$ cat src/rtl/byte_serializer_pkg.sv
// Shared types and constants for the byte serializer: FSM state encoding,
// bus widths and the frame start index helper.
package byte_serializer_pkg;

  localparam int unsigned DATA_W   = 8;
  localparam int unsigned SEL_W    = 3;
  localparam int unsigned LAST_BIT = 7;

  typedef enum logic {
    IDLE = 1'b0,
    SEND = 1'b1
  } state_e;

  // Select index of the first bit sent in a frame.
  function automatic logic [SEL_W-1:0] first_sel(input logic lsb_first);
    return lsb_first ? SEL_W'(0) : SEL_W'(LAST_BIT);
  endfunction

endpackage

$ cat src/rtl/byte_serializer_if.sv
// Byte-in / bit-out bus of the serializer; slave is the serializer, master the
// byte source plus serial consumer.
interface byte_serializer_if;
  import byte_serializer_pkg::*;

  logic              in_valid;
  logic [DATA_W-1:0] in_data;
  logic              in_ready;
  logic [SEL_W-1:0]  sel;
  logic              ser_out;
  logic              ser_valid;
  logic              ser_first;
  logic              ser_last;

  modport slave (
    input  in_valid, in_data,
    output in_ready, sel, ser_out, ser_valid, ser_first, ser_last
  );

  modport master (
    output in_valid, in_data,
    input  in_ready, sel, ser_out, ser_valid, ser_first, ser_last
  );

endinterface

$ cat src/rtl/byte_serializer_mux8to1.sv
// 8-to-1 bit multiplexer: F is d[s].
module mux8to1 (
  input  logic [2:0] s,
  input  logic [7:0] d,
  output logic       F
);

  assign F = d[s];

endmodule

$ cat src/rtl/byte_serializer.sv
// Serializes one accepted byte into 8 bit periods of BIT_CYCLES clocks each,
// driving the mux select and framing strobes; back-to-back frames have no bubble.
module byte_serializer
  import byte_serializer_pkg::*;
#(
  parameter int unsigned LSB_FIRST  = 1,
  parameter int unsigned BIT_CYCLES = 1
) (
  input  logic               clk,
  input  logic               rst,
  byte_serializer_if.slave   bus
);

  localparam int unsigned CW = $clog2(BIT_CYCLES) + 1;

  state_e            state;
  logic [DATA_W-1:0] hold;
  logic [SEL_W-1:0]  sel_q;
  logic [SEL_W-1:0]  bit_cnt;
  logic [CW-1:0]     cyc;
  logic              mux_bit;
  logic              cyc_last;
  logic              frame_end;
  logic              ready;
  logic              accept;

  assign cyc_last  = (cyc == CW'(BIT_CYCLES - 1));
  assign frame_end = (state == SEND) && (bit_cnt == SEL_W'(LAST_BIT)) && cyc_last;
  assign ready     = !rst && ((state == IDLE) || frame_end);
  assign accept    = bus.in_valid && ready;

  // Frame state: enter SEND on accept, leave only when the last bit ends unreloaded.
  always_ff @(posedge clk) begin
    if (rst) begin
      state <= IDLE;
    end else begin
      case (state)
        IDLE:    if (accept) state <= SEND;
        SEND:    if (frame_end && !accept) state <= IDLE;
        default: state <= IDLE;
      endcase
    end
  end

  // Held byte, select, per-bit cycle counter and bit counter.
  always_ff @(posedge clk) begin
    if (rst) begin
      hold    <= '0;
      sel_q   <= '0;
      cyc     <= '0;
      bit_cnt <= '0;
    end else if (accept) begin
      hold    <= bus.in_data;
      sel_q   <= first_sel(LSB_FIRST != 0);
      cyc     <= '0;
      bit_cnt <= '0;
    end else if (state == SEND) begin
      if (cyc_last) begin
        cyc     <= '0;
        sel_q   <= (LSB_FIRST != 0) ? sel_q + SEL_W'(1) : sel_q - SEL_W'(1);
        bit_cnt <= bit_cnt + SEL_W'(1);
      end else begin
        cyc     <= cyc + CW'(1);
      end
    end
  end

  mux8to1 u_mux (
    .s (sel_q),
    .d (hold),
    .F (mux_bit)
  );

  assign bus.in_ready  = ready;
  assign bus.sel       = sel_q;
  assign bus.ser_valid = (state == SEND);
  assign bus.ser_out   = (state == SEND) && mux_bit;
  assign bus.ser_first = (state == SEND) && (bit_cnt == SEL_W'(0));
  assign bus.ser_last  = (state == SEND) && (bit_cnt == SEL_W'(LAST_BIT));

endmodule

$ cat src/flat_wrapper.sv
// flat-port wrapper written by rule: the top's interface ports become plain ports
module byte_serializer_flat import byte_serializer_pkg::*;
#(
  parameter int unsigned LSB_FIRST  = 1,
  parameter int unsigned BIT_CYCLES = 1
)
  (clk, rst, bus_in_valid, bus_in_data, bus_in_ready, bus_sel, bus_ser_out, bus_ser_valid, bus_ser_first, bus_ser_last);
  byte_serializer_if bus_i ();
  input  logic clk;
  input  logic rst;
  input wire logic [$bits(bus_i.in_valid)-1:0] bus_in_valid;
  input wire logic [$bits(bus_i.in_data)-1:0] bus_in_data;
  output wire logic [$bits(bus_i.in_ready)-1:0] bus_in_ready;
  output wire logic [$bits(bus_i.sel)-1:0] bus_sel;
  output wire logic [$bits(bus_i.ser_out)-1:0] bus_ser_out;
  output wire logic [$bits(bus_i.ser_valid)-1:0] bus_ser_valid;
  output wire logic [$bits(bus_i.ser_first)-1:0] bus_ser_first;
  output wire logic [$bits(bus_i.ser_last)-1:0] bus_ser_last;
  assign bus_i.in_valid = bus_in_valid;
  assign bus_i.in_data = bus_in_data;
  assign bus_in_ready = bus_i.in_ready;
  assign bus_sel = bus_i.sel;
  assign bus_ser_out = bus_i.ser_out;
  assign bus_ser_valid = bus_i.ser_valid;
  assign bus_ser_first = bus_i.ser_first;
  assign bus_ser_last = bus_i.ser_last;
  byte_serializer #(.LSB_FIRST(LSB_FIRST), .BIT_CYCLES(BIT_CYCLES)) u_core (.clk(clk), .rst(rst), .bus(bus_i));
endmodule
$ cat config.mk
export PLATFORM = sky130hd
export DESIGN_NAME = byte_serializer_flat
export DESIGN_NICKNAME = d
export VERILOG_FILES = /design/src/rtl/byte_serializer_pkg.sv /design/src/rtl/byte_serializer_if.sv /design/src/rtl/byte_serializer_mux8to1.sv /design/src/rtl/byte_serializer.sv /design/src/flat_wrapper.sv
export SDC_FILE = /design/constraint.sdc
export NUM_CORES = 1
export LEC_CHECK = 0
export CAP_MARGIN = 0
export CORE_MARGIN = 2
export CORE_UTILIZATION = 25
export CTS_CLUSTER_SIZE = 8
export DETAILED_ROUTE_END_ITERATION = 8
export PLACE_DENSITY = 0.44
export SYNTH_ARGS = -nofsm -noshare
export SYNTH_HDL_FRONTEND = slang
export SYNTH_SLANG_ARGS = --single-unit
$ cat constraint.sdc
create_clock -name clk -period 1.8 [get_ports clk]
set_input_delay 0.27 -clock clk [delete_from_list [all_inputs] [get_ports clk]]
set_output_delay 0.27 -clock clk [all_outputs]
set_load 0.1 [all_outputs]
==> results by stage <==
Clocking:
- The TritonCTS clock tree is yes.
- In this run the number of H-tree levels came out at 1.
- The clock latency of the later-clocked register in the worst-skew pair is 0.29 ns.
- The clock slew seen by the registers of the worst setup and hold paths is 0.09 ns.
- Clock tree synthesis found a total of 15 sinks.
- After clock tree synthesis, the flow added hold-fix buffers numbering 0.
- Counting along the longest clock path gives a buffer depth of 2.
- The CTS buffer count is 3.
- The cell at the root of the clock tree is sky130_fd_sc_hd__clkbuf_4.

GRT:
- The via count of the first global-routing pass was 573.
- The first-pass GRT wire length is 2700 microns.
- The total overflow left after global routing is 0.
- Global routing used 11.3% of the available tracks.
- The pin count of the biggest net entering global routing is 13.
- The initial antenna violation count came to 0.

Floorplan:
- The total core area is 2540 sq um.
- From left edge to right edge, the die measures 56.4 microns.
- The die area is 3180 sq um.
- In this run the core area contains 18 standard-cell rows.
- The initial standard-cell utilization of the core is 26.9%.
- Pin placement for this block handled 19 I/O pins.
- The vertical die dimension is 56.4 microns.

Finish:
- The post-synthesis to final-layout area growth is 54.6%.
- The fill cell total of the finished layout is 253.
- The finished cells cover 1060 sq um.
- The net count reported at finish is 99.
- The post-route netlist has 43.4% of its cells at a drive strength greater than 1.
- Leaving out fill and tap cells, the most frequent cells in the layout are sky130_fd_sc_hd__clkdlybuf4s50_1, sky130_fd_sc_hd__dfxtp_1, sky130_fd_sc_hd__nor2_1, sky130_fd_sc_hd__buf_12, sky130_fd_sc_hd__a22o_2.
- The repair_antennas step left the layout with diodes totalling 0.

Route:
- The first detailed-routing pass ran for 2 iterations.
- The via total after detailed routing is 528.
- In this run the remaining antenna-violating nets after routing total 0.
- Dividing the detail-routed wire length by the instance count gives 13.8 microns.
- The sum of routed wire length over all layers is 1560 microns.
- After detailed routing, the number of remaining DRC violations is 0.
- The detailed router finished its first iteration with 6 violations.
- In the routed layout, each cell is associated on average with a via count of 4.67.

Synthesis:
- For this run, the register share of the synthesized area comes to 43.8%.
- The average cell area after synthesis is 11.4 sq um.
- After synthesis the netlist holds a flip-flop and latch count of 15.
- During synthesis, Yosys emitted a total of 0 warnings.
- After synthesis the cells add up to 686 sq um.
- The total nets after synthesis is 75.
- The number of instances in the synthesized netlist is 60.
- The distinct cell type count after synthesis is 22.

Power and ir drop:
- The total power divided by cell area is 725 nW/um^2.
- VDD sags by at most 529 uV.
- In this run the static leakage power is 0.409 nW.

Placement:
- The count of input and output buffers is 18.
- The placer's final routability congestion estimate is 0.674.
- Once detailed placement completed, the half-perimeter wirelength came to 1050 microns.
- OpenSTA, run right after detailed placement, puts the worst setup slack at 0.168 ns.
- Once placement finished, the instance area stood at 993 sq um.

STA:
- The total count of hold-check failures in the final report is 0.
- The final count of negative-setup-slack endpoints is 1.
- Setup repair after global routing could not meet its margin everywhere.
- The number of max-slew violations in the final report was 0.
- The setup TNS is -0.000882 ns.
- The time the final worst path needs with I/O delays and setup is 1.80 ns.
- The maximum clock frequency is 0.555 GHz.
- Once routing completed, OpenROAD measured the worst setup slack at -0.000882 ns.
- The relative max-transition margin is 73.5%.
- The transition time at the pin with the least slew margin is 0.397 ns.
- Between clock sinks in the finished design, the worst skew comes to 0.00438 ns.
- The post-route clock period utilization is 100%.

Hold path:
- The worst min-delay path category is flip-flop to flip-flop.

Worst setup path:
- For flop-to-flop paths, the worst setup slack is 0.19 ns.
- The startpoint type of the worst setup path is a flip-flop.
- For the worst setup path, the data required time is 1.53 ns.
- Along the worst path, the maximum fanout reaches 2.
- The endpoint class of the critical path is a primary output.
- STA puts the critical path data arrival time at 1.53 ns.
- The kind of critical path is flip-flop to primary output.

Status:
- The final reports fail on negative setup slack.
- The flow ran to the end, but the final reports show violations.

Job:
- The number of max-cap violations is 0.
==> worst max-delay path: stages, from the launching register on <==
cell                       delay (ns)
sky130_fd_sc_hd__dfxtp_4         0.37
sky130_fd_sc_hd__mux4_2          0.53
sky130_fd_sc_hd__nor2_4          0.12
sky130_fd_sc_hd__a311oi_4        0.05
sky130_fd_sc_hd__buf_12          0.18
==> worst paths after layout <==
| kind | from | to | cells past startpoint |
|---|---|---|---|
| max | u_core.bus.sel[0] | bus_ser_out | 4 |
| min | u_core.hold[0] | u_core.hold[0] | 1 |
| max reg2reg | u_core.bit_cnt[0] | u_core.hold[4] | 5 |
| min reg2reg | u_core.hold[0] | u_core.hold[0] | 1 |
==> registers in the layout, summed over array words and instances, names as in the netlist <==
signal                cells
u_core.bus.ser_valid      1
u_core.hold               8
u_core.bus.sel            3
u_core.bit_cnt            3
==> repair_timing <==
item	in CTS	in global routing
resized for setup	4	2
endpoints found under the setup margin	1	3
setup buffers	2	0
pin swaps	1	0
==> synthesized netlist by cell type <==
cell | number | share of area, %
sky130_fd_sc_hd__and3b_2 | 1 | 1.5
sky130_fd_sc_hd__xor2_1 | 1 | 1.3
sky130_fd_sc_hd__ha_1 | 4 | 7.3
sky130_fd_sc_hd__nor3b_4 | 1 | 2.7
sky130_fd_sc_hd__mux4_1 | 1 | 3.8
sky130_fd_sc_hd__nor2b_4 | 1 | 2.0
sky130_fd_sc_hd__a22o_2 | 6 | 8.8
sky130_fd_sc_hd__xnor2_1 | 2 | 2.6
sky130_fd_sc_hd__nand2_1 | 1 | 0.55
sky130_fd_sc_hd__nor2_1 | 10 | 5.5
sky130_fd_sc_hd__inv_1 | 3 | 1.6
sky130_fd_sc_hd__a22o_1 | 2 | 2.6
sky130_fd_sc_hd__dfxtp_1 | 15 | 44
sky130_fd_sc_hd__buf_6 | 1 | 1.6
sky130_fd_sc_hd__mux2i_1 | 4 | 5.8
sky130_fd_sc_hd__a21o_1 | 1 | 1.1
sky130_fd_sc_hd__mux2_2 | 1 | 1.6
sky130_fd_sc_hd__a311oi_1 | 1 | 1.3
sky130_fd_sc_hd__or2b_1 | 1 | 1.1
sky130_fd_sc_hd__o31ai_1 | 1 | 1.1
sky130_fd_sc_hd__and2_2 | 1 | 1.1
sky130_fd_sc_hd__a21oi_2 | 1 | 1.3
==> cell families (layout without fill, tap and decap cells) <==
group | after synthesis | after routing | share of synthesized area, %
muxes | 6 | 6 | 11.3
and+or+nand+nor | 16 | 16 | 14.4
buffers and inverters | 4 | 27 | 3.28
DFF | 15 | 15 | 43.8
xor gates and xnor gates | 3 | 3 | 3.83
adders and majority gates | 4 | 4 | 7.30
AOI/OAI and AO/OA | 12 | 12 | 16.1
==> final cells by class <==
| class | instances | area [sq um] | share of cell area [%] |
|---|---|---|---|
| multi-input cells | 41 | 408 | 38.5 |
| flip-flops and latches | 15 | 314 | 29.6 |
| repair buffers | 20 | 263 | 24.8 |
| well taps | 30 | 37.5 | 3.54 |
| clock buffers | 4 | 26.3 | 2.48 |
| inverters | 3 | 11.3 | 1.06 |
==> power breakdown <==
group          internal (mW)  total (mW)  switching [mW]  leakage [nW]
Sequential             0.347       0.365          0.0183         0.126
Combinational         0.0910       0.202           0.111         0.269
Clock                 0.0861       0.201           0.115        0.0150
Total                  0.524       0.769           0.245         0.409
==> stage by stage <==
stage / hold slack, ns / util, % / total power [mW] / cells
final: 0.477 / 41.6 / 0.769 / 113
after detailed placement: 0.459 / 39.0 / 0.566 / 107
after global placement: 0.460 / 39.0 / 0.566 / 107
after global routing: 0.507 / 41.6 / 0.815 / 113
after floorplan: 0.333 / - / 0.492 / 60
after CTS: 0.482 / 41.5 / 0.784 / 113
==> routing by layer <==
| metal | track usage [%] | vias up | wire length [microns] |
|---|---|---|---|
| met5 | 0 | - | 0 |
| met4 | 5.10 | 0 | 27 |
| met3 | 4.15 | 4 | 63 |
| met2 | 17.3 | 13 | 752 |
| met1 | 14.0 | 251 | 714 |
| li1 | - | 260 | - |
(Power assumes the default switching activity.)
